<file path="src/rtl/mem_arbiter.sv">
// Single-port memory arbiter between dcache and icache: zero-latency grant
// with dcache priority, plus a tag-owner table that routes returning data.
module mem_arbiter #(
    parameter int unsigned ADDR_W = 16
) (
    input  logic              clock,
    input  logic              reset,
    input  logic [1:0]        Dmem_command,
    input  logic [ADDR_W-1:0] Dmem_addr,
    input  logic [1:0]        Dmem_size,
    input  logic [63:0]       Dmem_data,
    input  logic [1:0]        Imem_command,
    input  logic [ADDR_W-1:0] Imem_addr,
    output logic [3:0]        Dmem_response,
    output logic [3:0]        Dmem_tag,
    output logic [63:0]       Dmem_rdata,
    output logic [3:0]        Imem_response,
    output logic [3:0]        Imem_tag,
    output logic [63:0]       Imem_rdata,
    output logic [1:0]        proc2mem_command,
    output logic [ADDR_W-1:0] proc2mem_addr,
    output logic [1:0]        proc2mem_size,
    output logic [63:0]       proc2mem_data,
    input  logic [3:0]        mem2proc_response,
    input  logic [63:0]       mem2proc_data,
    input  logic [3:0]        mem2proc_tag,
    output logic [3:0]        d_outstanding,
    output logic [3:0]        i_outstanding,
    output logic              err_orphan,
    output logic              err_collision
);

    typedef enum logic [1:0] {
        BUS_NONE  = 2'd0,
        BUS_LOAD  = 2'd1,
        BUS_STORE = 2'd2
    } bus_cmd_e;

    typedef enum logic [1:0] {
        OWN_NONE   = 2'd0,
        OWN_ICACHE = 2'd1,
        OWN_DCACHE = 2'd2
    } owner_e;

    localparam logic [1:0] SIZE_DOUBLE = 2'd3;

    owner_e     owner_q [1:15];
    owner_e     owner_d [1:15];
    logic [3:0] d_out_q, d_out_d;
    logic [3:0] i_out_q, i_out_d;
    logic       orphan_q, orphan_d;
    logic       collision_q, collision_d;

    logic   d_gnt, i_gnt, alloc, d_inc, d_dec, i_inc, i_dec;
    owner_e ret_owner, alloc_owner, prev_owner;

    always_comb begin
        proc2mem_command = BUS_NONE;
        proc2mem_addr    = '0;
        proc2mem_size    = '0;
        proc2mem_data    = '0;
        Dmem_response    = '0;
        Imem_response    = '0;
        Dmem_tag         = '0;
        Dmem_rdata       = '0;
        Imem_tag         = '0;
        Imem_rdata       = '0;

        d_gnt = !reset && (Dmem_command != BUS_NONE);
        i_gnt = !reset && !d_gnt && (Imem_command != BUS_NONE);

        if (d_gnt) begin
            proc2mem_command = Dmem_command;
            proc2mem_addr    = Dmem_addr;
            proc2mem_size    = Dmem_size;
            proc2mem_data    = Dmem_data;
            Dmem_response    = mem2proc_response;
        end else if (i_gnt) begin
            proc2mem_command = Imem_command;
            proc2mem_addr    = Imem_addr;
            proc2mem_size    = SIZE_DOUBLE;
            Imem_response    = mem2proc_response;
        end

        ret_owner = OWN_NONE;
        if (mem2proc_tag != '0) ret_owner = owner_q[mem2proc_tag];

        if (!reset && ret_owner == OWN_DCACHE) begin
            Dmem_tag   = mem2proc_tag;
            Dmem_rdata = mem2proc_data;
        end
        if (!reset && ret_owner == OWN_ICACHE) begin
            Imem_tag   = mem2proc_tag;
            Imem_rdata = mem2proc_data;
        end

        alloc = (mem2proc_response != '0) &&
                ((d_gnt && Dmem_command == BUS_LOAD) ||
                 (i_gnt && Imem_command == BUS_LOAD));
        alloc_owner = d_gnt ? OWN_DCACHE : OWN_ICACHE;
        prev_owner  = OWN_NONE;
        if (alloc) prev_owner = owner_q[mem2proc_response];

        // Clear the returning entry first so a same-tag allocation overrides it.
        owner_d = owner_q;
        if (mem2proc_tag != '0) owner_d[mem2proc_tag] = OWN_NONE;
        if (alloc) owner_d[mem2proc_response] = alloc_owner;

        orphan_d    = (mem2proc_tag != '0) && (ret_owner == OWN_NONE);
        collision_d = alloc && (prev_owner != OWN_NONE) &&
                      (mem2proc_tag != mem2proc_response);

        d_inc = alloc && d_gnt;
        d_dec = (ret_owner == OWN_DCACHE);
        i_inc = alloc && i_gnt;
        i_dec = (ret_owner == OWN_ICACHE);

        d_out_d = d_out_q;
        if (d_inc && !d_dec && d_out_q != 4'hF) d_out_d = d_out_q + 4'd1;
        else if (d_dec && !d_inc && d_out_q != 4'h0) d_out_d = d_out_q - 4'd1;

        i_out_d = i_out_q;
        if (i_inc && !i_dec && i_out_q != 4'hF) i_out_d = i_out_q + 4'd1;
        else if (i_dec && !i_inc && i_out_q != 4'h0) i_out_d = i_out_q - 4'd1;
    end

    always_ff @(posedge clock) begin
        if (reset) begin
            for (int unsigned i = 1; i <= 15; i++) owner_q[i] <= OWN_NONE;
            d_out_q     <= '0;
            i_out_q     <= '0;
            orphan_q    <= 1'b0;
            collision_q <= 1'b0;
        end else begin
            owner_q     <= owner_d;
            d_out_q     <= d_out_d;
            i_out_q     <= i_out_d;
            orphan_q    <= orphan_d;
            collision_q <= collision_d;
        end
    end

    assign d_outstanding = d_out_q;
    assign i_outstanding = i_out_q;
    assign err_orphan    = orphan_q;
    assign err_collision = collision_q;

endmodule

</file>
<file path="config.mk">
export PLATFORM = sky130hd
export DESIGN_NAME = mem_arbiter
export DESIGN_NICKNAME = d
export VERILOG_FILES = /design/src/rtl/mem_arbiter.sv
export SDC_FILE = /design/constraint.sdc
export NUM_CORES = 1
export LEC_CHECK = 0
export CAP_MARGIN = 20
export CORE_AREA = 2 2 161 163
export DETAILED_ROUTE_END_ITERATION = 8
export DIE_AREA = 0 0 163 165
export GPL_ROUTABILITY_DRIVEN = 0
export SYNTH_ARGS = -nofsm -noshare
export SYNTH_HDL_FRONTEND = slang
export SYNTH_SLANG_ARGS = --single-unit
</file>
<file path="constraint.sdc">
create_clock -name clock -period 7.3 [get_ports clock]
set_input_delay 1.46 -clock clock [delete_from_list [all_inputs] [get_ports clock]]
set_output_delay 1.46 -clock clock [all_outputs]
set_load 0.05 [all_outputs]
</file>
### Word level (Yosys, flattened, before mapping)

Index checks and enable logic that the tools add are counted.
W data, S select, Z words.

| word-level totals | value |
|---|---|
| bits in registers | 40 |
| latch bits | 0 |
| memory bits (writable) | 0 |
| memory bits (read-only) | 0 |
| input port bits | 176 |
| output and inout bits | 238 |
| word-level logic and storage cells | 112 |
| memories kept | 0 |

| cells by class | value |
|---|---|
| $add $sub $neg | 4 |
| multipliers | 0 |
| div/mod/pow operators | 0 |
| magnitude comparators | 4 |
| equal/unequal tests | 7 |
| shift-type cells | 0 |
| muxes and demuxes | 34 |
| bitwise logic cells | 4 |
| reductions and logical operators | 40 |

Operators by type and width:

| kind | number |
|---|---|
| $mux W64 | 3 |
| $mux W30 | 2 |
| $mux W4 | 9 |
| $mux W16 | 2 |
| $and A30 B30 Y30 | 1 |
| $bwmux W30 | 1 |
| $not A30 Y30 | 1 |
| $mux W2 | 13 |
| $logic_and A1 B1 Y1 | 23 |
| $bmux W2 S4 | 2 |
| $demux W2 S4 | 2 |
| $reduce_bool A4 Y1 | 4 |
| $ge A5 B5 Y1 const B | 2 |
| $lt A5 B1 Y1 const B | 2 |
| $not A4 Y5 | 2 |
| $reduce_bool A2 Y1 | 5 |
| $add A4 B1 Y4 const B | 2 |
| $ne A4 B4 Y1 const B | 2 |
| $sub A4 B1 Y4 const B | 2 |
| $eq A2 B1 Y1 const B | 3 |
| $logic_not A1 Y1 | 6 |
| $ne A4 B4 Y1 | 1 |
| $eq A2 B2 Y1 const B | 1 |
| $logic_not A2 Y1 | 1 |
| $logic_or A1 B1 Y1 | 1 |

### Longest topological paths before layout

Gate-level depths: netlist (run 1).

| logic depth | value |
|---|---|
| word-level depth | 14 |
| mapped depth | 14 |
| mapped depth without buffers | 11 |

### Least setup slack after synthesis (run 1)

No wires, ideal clock.

| timing path | value |
|---|---|
| path kind | input to output |
| from | input port mem2proc_tag[0] |
| to | output port Imem_rdata[23] |
| arrival time | 3.362 ns |
| required time | 5.840 ns |
| path slack | 2.478 ns |
| cell stages on the path | 8 |
| buffers on the path | 3 |
| path through | buf_6 -> mux4_2 -> o22ai_1 -> nor3_1 -> and2b_4 -> buf_4 -> clkbuf_2 -> and3_1 |

| between the ends | value |
|---|---|
| cells in the longest elaborated chain, start to end | 8 |
| elaborated cells on any way between the ends | 9 |
| classes of those cells | 1 x eq/ne; 5 x mux; 1 x bitwise; 2 x reduce/logical |

Ends and longest elaborated chain:

| what | RTL line | RTL |
|---|---|---|
| from (decl) | 26 | `input logic [3:0] mem2proc_tag,` |
| $not A4 Y5 (not written as such) | 86 | `if (mem2proc_tag != '0) ret_owner = owner_q[mem2proc_tag];` |
| $bmux W2 S4 | 86 |  |
| $mux W2 (not written as such) (2 in series) | 86 |  |
| $mux W2 * | 86 |  |
| $eq A2 B1 Y1 * | 92 | `if (!reset && ret_owner == OWN_ICACHE) begin` |
| $logic_and A1 B1 Y1 * | 92 |  |
| $mux W64 * | 92 |  |
| to (decl) | 19 | `output logic [63:0] Imem_rdata,` |

Mark *: on every way between the ends. The rest lies on a longest branch, timed or not. The select of a mux whose other input is x is not followed.

### Worst setup path after layout (run 1)

| timing path | value |
|---|---|
| from | input port mem2proc_tag[1] |
| to | output port Imem_rdata[26] |

Same word-level chain as after synthesis.

==> impl_metrics.py, run 1 <==
metrics = {
    "floorplan": {
        "num_io_pins": 414,
        "placementRows": 58,
        "initial_util_pct": 17.0,
        "core_sq_mm": 0.0250,
        "die_area_sq_mm": 0.0269,
        "die_w_um": 163,
        "die_y_um": 165,
    },
    "clock_tree": {
        "cts-hold-fix-buffers": 0,
        "sink_count": 40,
        "number_of_cells_upsized_or_downsized_after_cts": 0,
        "cts_buffers": 5,
        "cts_tree": "yes",
        "cts_max_path_buffers": 2,
        "number_of_buffers_inserted_by_post_cts_setup_repair": 0,
        "clkLatencyLatePin_ns": 0.29,
        "htreeDepth": 2,
        "clkTransAtPathRegs_ns": 0.06,
        "cts-root-buf": "sky130_fd_sc_hd__clkbuf_16",
    },
    "power": {
        "p_sw_share_pct": 42.1,
        "p_leak_nw": 3.51,
        "seq_power_share_pct": 21.2,
        "p_clk_share_pct": 23.7,
        "power_switching_w": 0.000471,
        "p_int_w": 0.000648,
        "power.density_cell_area_mw_per_mm2": 127,
        "share_comb_of_total_power_pct": 55.1,
        "vdd_drop_max_mv": 0.0769,
    },
    "synth": {
        "synthDominantCellAreaShare_pct": 18.8,
        "postSynthNetCount": 762,
        "synth.area.top_cells": "sky130_fd_sc_hd__and3_1 (19%), sky130_fd_sc_hd__dfxtp_1 (19%), sky130_fd_sc_hd__and2_1 (12%)",
        "synth_cell_type_count": 49,
        "yosys.area_share.xor_xnor_pct": 1.23,
        "synth.yosys.seq_area_share_pct": 18.8,
        "synthSimpleGateAreaFrac_pct": 45.8,
        "async_reset_ff_share_pct": 0,
        "yosys.area.top_type": "sky130_fd_sc_hd__and3_1",
        "mapped_cells": 580,
        "mean_instance_size_in_the_synthesized_netlist_sq_um": 7.34,
        "yosys_register_bits": 40,
        "synth_warnings": 0,
        "synth_top_cells_by_count": "sky130_fd_sc_hd__and3_1 (128), sky130_fd_sc_hd__and2_1 (80), sky130_fd_sc_hd__clkbuf_1 (50)",
        "synth_top_family_by_area": "simple AND/OR/NAND/NOR gates",
        "number_of_enable_type_register_cells_in_the_synthesized_netlist": 0,
        "yosys-mux-area-fraction_pct": 9.32,
        "syn_area_sq_mm": 0.00426,
        "synthMostInstantiatedCell": "sky130_fd_sc_hd__and3_1",
        "dominantRegCellSynth": "sky130_fd_sc_hd__dfxtp_1",
        "post_synthesis_share_of_cell_area_spent_on_full_adders_half_adders_and_majority_gates_pct": 2.12,
        "synth-compound-area-share_pct": 16.0,
    },
    "route": {
        "dr.first_iter.drc_count": 458,
        "via_count": 5576,
        "via_per_inst": 4.38,
        "wl_per_cell_um": 17.7,
        "detailedRoute.firstPassIterationCount": 4,
        "antenna_violating_nets_post_route": 0,
        "wl_final_mm": 22.6,
        "drt_drc_violations_left": 0,
    },
    "global_route": {
        "grt_first_pass_wirelength_mm": 31.9,
        "use_met3_pct": 3.06,
        "globalRouteMet1Util_pct": 21.2,
        "grt_start_max_net_pins": 87,
        "first_global_vias": 4987,
        "grt_most_used_layer": "met2",
        "gr-usage-met2_pct": 24.6,
        "track_usage_pct": 15.2,
        "grt_antenna_before_repair": 0,
        "globalRouteOverflowTotal": 0,
    },
    "flow_run": {
        "max_cap_viol_count": 0,
    },
    "min_path": {
        "worstHoldPathType": "reg2reg",
    },
    "timing": {
        "timing.setup.tns_ns": 0,
        "tightestPinTransition_ns": 0.956,
        "finalMaxSlewViolations": 0,
        "slew-limit-headroom_pct": 36.1,
        "clock.fmax_mhz": 151,
        "rsz0062_at_grt": "no",
        "finalCriticalPeriod_ns": 6.64,
        "finalHoldViolations": 0,
        "skew_ns": 0.00817,
        "min_period_over_period_pct": 91.0,
        "setup-violations-final": 0,
    },
    "setup_path": {
        "timing_worst_setup_path_type": "in2out",
        "worst_ep_arrival_time_ns": 5.18,
        "critical_path.max_fanout": 47,
        "worst-endpoint-required_ns": 5.84,
        "startpoint_type": "input pin",
        "rrSetupSlack_ns": 3.95,
        "crit_path_end_kind": "output pin",
    },
    "place": {
        "numPlacedInstances": 1265,
        "port_buffer_count": 413,
        "post-dp-hpwl_mm": 17.8,
    },
    "finish": {
        "layout.cells.non_filler": 1274,
        "drive_above_1_share_pct": 5.51,
        "fin_nets": 1124,
        "layout-area-overhead-vs-synth_pct": 106,
    },
    "status": {
        "run_status": "completed",
    },
}
==> sequential cells by signal, summed over array words and instances (netlist names) <==
register,flops
d_outstanding,4
err_orphan,1
err_collision,1
owner_q,30
i_outstanding,4
==> layer usage <==
layer / vias up / share of wire, % / wire length [um]
met4: 0 / 0.86 / 195
li1: 2805 / - / -
met1: 2560 / 45 / 10000
met5: - / 0 / 0
met3: 15 / 6.7 / 1520
met2: 196 / 48 / 10800
==> cell families after synthesis <==
group                      count (synthesis)
AOI/OAI and AO/OA                         99
buffers and inverters                     68
DFF                                       40
xor gates and xnor gates                   6
muxes                                     27
adders and majority gates                  6
and+or+nand+nor                          334
==> layout by cell type (no fill, tap or decap), types with 8 or more instances in the layout <==
cell / instances
sky130_fd_sc_hd__a22o_1: 16
sky130_fd_sc_hd__and3_1: 128
sky130_fd_sc_hd__nor2b_1: 10
sky130_fd_sc_hd__buf_4: 9
sky130_fd_sc_hd__and2_1: 80
sky130_fd_sc_hd__a21oi_1: 36
sky130_fd_sc_hd__clkdlybuf4s50_1: 412
sky130_fd_sc_hd__nor3_1: 11
sky130_fd_sc_hd__mux2_2: 10
sky130_fd_sc_hd__dfxtp_1: 40
sky130_fd_sc_hd__nand2b_1: 18
sky130_fd_sc_hd__o221ai_1: 18
sky130_fd_sc_hd__nor2_1: 37
sky130_fd_sc_hd__o21ai_0: 8
sky130_fd_sc_hd__nand2_1: 23
==> worst max-delay path, cell delays in order <==
cell,delay [ns]
sky130_fd_sc_hd__clkdlybuf4s50_1,0.96
sky130_fd_sc_hd__mux2_2,0.41
sky130_fd_sc_hd__a221oi_1,0.31
sky130_fd_sc_hd__nor3_1,0.12
sky130_fd_sc_hd__and2b_4,0.58
sky130_fd_sc_hd__buf_4,0.33
sky130_fd_sc_hd__and3_1,0.19
sky130_fd_sc_hd__clkdlybuf4s50_1,0.80
==> area by class of cell <==
| class | instances | area, sq um |
|---|---|---|
| fillers | 2618 | 16300 |
| inverters | 1 | 3.75 |
| repair buffers | 422 | 4200 |
| diodes | 1 | 2.50 |
| clock buffers | 6 | 139 |
| clock inverters | 2 | 38.8 |
| multi-input cells | 472 | 3190 |
| flip-flops and latches | 40 | 801 |
| well taps | 330 | 413 |
==> metrics by stage <==
| stage | hold WS, ns | power [W] | area (sq um) | util (%) | worst slack, ns |
|---|---|---|---|---|---|
| after floorplan | 0.467 | 0.000604 | 4260 | - | 2.48 |
| after global placement | 0.488 | 0.000857 | 8610 | 34.4 | 0.696 |
| after detailed placement | 0.489 | 0.000859 | 8610 | 34.4 | 0.630 |
| after CTS | 0.497 | 0.00113 | 8780 | 35.1 | 0.622 |
| after global routing | 0.525 | 0.00117 | 8780 | 35.1 | 0.362 |
| final | 0.500 | 0.00112 | 8790 | 35.1 | 0.659 |
==> path summary, 6_finish.rpt <==
| kind | to | cells past startpoint | start |
|---|---|---|---|
| hold reg to reg | owner_q[1]$_SDFF_PP0_ | 2 | owner_q[1]$_SDFF_PP0_ |
| setup reg to reg | d_outstanding[3]$_SDFFE_PP0P_ | 12 | owner_q[5]$_SDFF_PP0_ |
| setup / recovery | Imem_rdata[26] | 8 | mem2proc_tag[1] |
| hold / removal | owner_q[1]$_SDFF_PP0_ | 2 | owner_q[1]$_SDFF_PP0_ |
==> power groups by stage <==
| stage | Combinational (W) | Sequential, W | Clock, W |
|---|---|---|---|
| 2_1_floorplan | 0.000341 | 0.000263 | 0 |
| 5_1_grt | 0.000648 | 0.000239 | 0.000284 |
| 3_3_place_gp | 0.000615 | 0.000242 | 0 |
| 3_5_place_dp | 0.000617 | 0.000242 | 0 |
| 4_1_cts | 0.000619 | 0.000237 | 0.000273 |
| 6_report | 0.000616 | 0.000237 | 0.000265 |
Power figures use the tool's default switching activity.
==> run 2, diff against run 1 <==
--- a/config.mk
+++ b/config.mk
@@ -10,6 +10,7 @@
 export DETAILED_ROUTE_END_ITERATION = 8
 export DIE_AREA = 0 0 163 165
 export GPL_ROUTABILITY_DRIVEN = 0
+export SKIP_LAST_GASP = 1
 export SYNTH_ARGS = -nofsm -noshare
 export SYNTH_HDL_FRONTEND = slang
 export SYNTH_SLANG_ARGS = --single-unit
==> results of run 2 <==
The final DEF is identical to that of run 1; final timing and power are the same.
==> run 3, diff against run 2 <==
--- a/config.mk
+++ b/config.mk
@@ -6,9 +6,9 @@
 export NUM_CORES = 1
 export LEC_CHECK = 0
 export CAP_MARGIN = 20
-export CORE_AREA = 2 2 161 163
+export CORE_AREA = 2 2 160 162
 export DETAILED_ROUTE_END_ITERATION = 8
-export DIE_AREA = 0 0 163 165
+export DIE_AREA = 0 0 162 164
 export GPL_ROUTABILITY_DRIVEN = 0
 export SKIP_LAST_GASP = 1
 export SYNTH_ARGS = -nofsm -noshare
==> constraint.sdc (replaced) <==
create_clock -name clock -period 5.6 [get_ports clock]
set_input_delay 1.12 -clock clock [delete_from_list [all_inputs] [get_ports clock]]
set_output_delay 1.12 -clock clock [all_outputs]
set_load 0.05 [all_outputs]
==> run 3 against run 2 <==
Effect of this change:
- global-route usage increased by 1.2 points
- sequential share of layout area is 1.3 points lower
- combinational power is 47% higher
- die area down 1.2%
- via count up 1.7%
- register-to-register slack worse by 1.6 ns
- sequential power up 31%
- core utilization grew 6.1 points
- critical path depth up 1
- critical path type unchanged
- largest power group unchanged
- highest routed layer is now met5
==> impl_metrics.py, run 3 (synthesized netlist as in run 1, its figures left out) <==
metrics = {
    "finish": {
        "mostFrequentLayoutCells": "sky130_fd_sc_hd__clkdlybuf4s50_1 (276), sky130_fd_sc_hd__buf_12 (141), sky130_fd_sc_hd__and3_1 (128), sky130_fd_sc_hd__and2_1 (80), sky130_fd_sc_hd__dfxtp_1 (40)",
        "num_antenna_cells": 0,
        "layout.cells.most_common": "sky130_fd_sc_hd__clkdlybuf4s50_1",
        "flip_flop_count_of_the_largest_register_after_layout": 30,
        "fin_nets": 1132,
        "registers.top_by_ff_count": "owner_q",
        "layout-area-overhead-vs-synth_pct": 140,
        "drive_above_1_share_pct": 20.5,
    },
    "route": {
        "wl_per_cell_um": 18.4,
        "drt_drc_violations_left": 0,
        "via_per_inst": 4.43,
        "antenna_violating_nets_post_route": 0,
        "met2RoutedLength_mm": 11.7,
        "met3_length_mm": 1.64,
        "detailedRoute.firstPassIterationCount": 4,
        "dr.first_iter.drc_count": 391,
        "top_signal_layer_used": "met5",
        "wl_met1_mm": 10.0,
        "via_count": 5670,
        "wl_final_mm": 23.5,
    },
    "setup_path": {
        "startpoint_type": "input pin",
        "rrSetupSlack_ns": 2.40,
        "worst_ep_arrival_time_ns": 3.88,
        "timing_worst_setup_path_type": "in2out",
        "critical_path.max_fanout": 30,
        "worst-endpoint-required_ns": 4.48,
        "crit_path_end_kind": "output pin",
    },
    "timing": {
        "tightestPinTransition_ns": 0.584,
        "rsz0062_at_grt": "no",
        "clock.fmax_mhz": 200,
        "skew_ns": 0.00418,
        "worst_slack_ns": 0.595,
        "slew-limit-headroom_pct": 60.9,
        "timing.setup.tns_ns": 0,
        "setup-violations-final": 0,
        "min_period_over_period_pct": 89.4,
        "finalHoldViolations": 0,
        "finalMaxSlewViolations": 0,
        "finalCriticalPeriod_ns": 5.00,
    },
    "power": {
        "vdd_drop_max_mv": 0.106,
        "p_leak_nw": 4.20,
        "power.density_cell_area_mw_per_mm2": 146,
    },
    "floorplan": {
        "die_y_um": 164,
        "die_area_sq_mm": 0.0266,
        "initial_util_pct": 17.2,
        "die_w_um": 162,
        "placementRows": 58,
        "num_io_pins": 414,
        "core_sq_mm": 0.0248,
    },
    "clock_tree": {
        "htreeDepth": 2,
        "cts_tree": "yes",
        "number_of_buffers_inserted_by_post_cts_setup_repair": 0,
        "cts-hold-fix-buffers": 0,
        "number_of_cells_upsized_or_downsized_after_cts": 0,
        "clkTransAtPathRegs_ns": 0.06,
        "sink_count": 40,
        "clkLatencyLatePin_ns": 0.28,
        "cts_max_path_buffers": 2,
        "cts-root-buf": "sky130_fd_sc_hd__clkbuf_16",
        "cts_buffers": 5,
    },
    "min_path": {
        "worstHoldPathType": "reg2reg",
    },
    "place": {
        "port_buffer_count": 413,
        "post-dp-hpwl_mm": 19.2,
        "pre_cts_slack_ns": 0.471,
    },
    "global_route": {
        "grt_antenna_before_repair": 1,
        "grt_first_pass_wirelength_mm": 33.8,
        "track_usage_pct": 16.4,
        "globalRouteOverflowTotal": 0,
        "first_global_vias": 5301,
        "grt_start_max_net_pins": 72,
    },
    "flow_run": {
        "max_cap_viol_count": 0,
    },
    "status": {
        "run_status": "completed",
    },
}
run 3: cell types whose count changed in the layout (fill, tap and decap cells not counted), sizes merged:
cell	previous run	this run
clkdlybuf4s50	412	276
clkbuf	6	5
buf	10	154
clkinvlp	0	1
diode	1	0
bufinv	1	0
run 3: final timing paths:
| path | from | endpoint | depth (start not counted) |
|---|---|---|---|
| max | mem2proc_tag[0] | Dmem_rdata[0] | 9 |
| min | owner_q[20]$_SDFF_PP0_ | owner_q[20]$_SDFF_PP0_ | 2 |
| max reg2reg | owner_q[11]$_SDFF_PP0_ | d_outstanding[3]$_SDFFE_PP0P_ | 11 |
| min reg2reg | owner_q[20]$_SDFF_PP0_ | owner_q[20]$_SDFF_PP0_ | 2 |
run 3: stage by stage:
step | instance area [sq um] | hold WS (ns) | total power (W) | cells | util [%]
final | 10200 | 0.506 | 0.00149 | 1280 | 41.2
after floorplan | 4260 | 0.467 | 0.000787 | 580 | -
after global routing | 10200 | 0.529 | 0.00156 | 1280 | 41.2
after detailed placement | 10100 | 0.496 | 0.00122 | 1272 | 40.6
after global placement | 10100 | 0.487 | 0.00122 | 1272 | 40.6
after CTS | 10200 | 0.505 | 0.00150 | 1279 | 41.1
run 3: report_power, final:
| group | switching, W | leakage, nW | internal, W |
|---|---|---|---|
| registers | 0.0000150 | 0.323 | 0.000295 |
| logic | 0.000501 | 3.81 | 0.000406 |
| clock network | 0.000115 | 0.0657 | 0.000162 |
| total | 0.000631 | 4.20 | 0.000862 |
run 3: layout make-up:
cell class	instances	area, sq um
tap	330	413
clock inverter	2	12.5
sequential	40	801
clock buffer	5	125
fill	2385	14600
multi-input combinational	472	3190
timing repair buffer	430	5680
inverter	1	3.75
run 3: per-layer routing:
metal / track usage [%] / vias up
li1: - / 2812
met1: 21.8 / 2644
met2: 27.8 / 198
met3: 4.04 / 14
met4: 1.57 / 2
met5: 0 / -
run 3: worst max-delay path, cell delays in order:
cell and delay, ns:
sky130_fd_sc_hd__clkdlybuf4s50_1 0.69, sky130_fd_sc_hd__buf_4 0.21, sky130_fd_sc_hd__mux4_2 0.48, sky130_fd_sc_hd__o22ai_1 0.18, sky130_fd_sc_hd__nor3_2 0.11, sky130_fd_sc_hd__nor2b_4 0.45, sky130_fd_sc_hd__buf_12 0.23, sky130_fd_sc_hd__and3_1 0.24
sky130_fd_sc_hd__buf_12 0.15
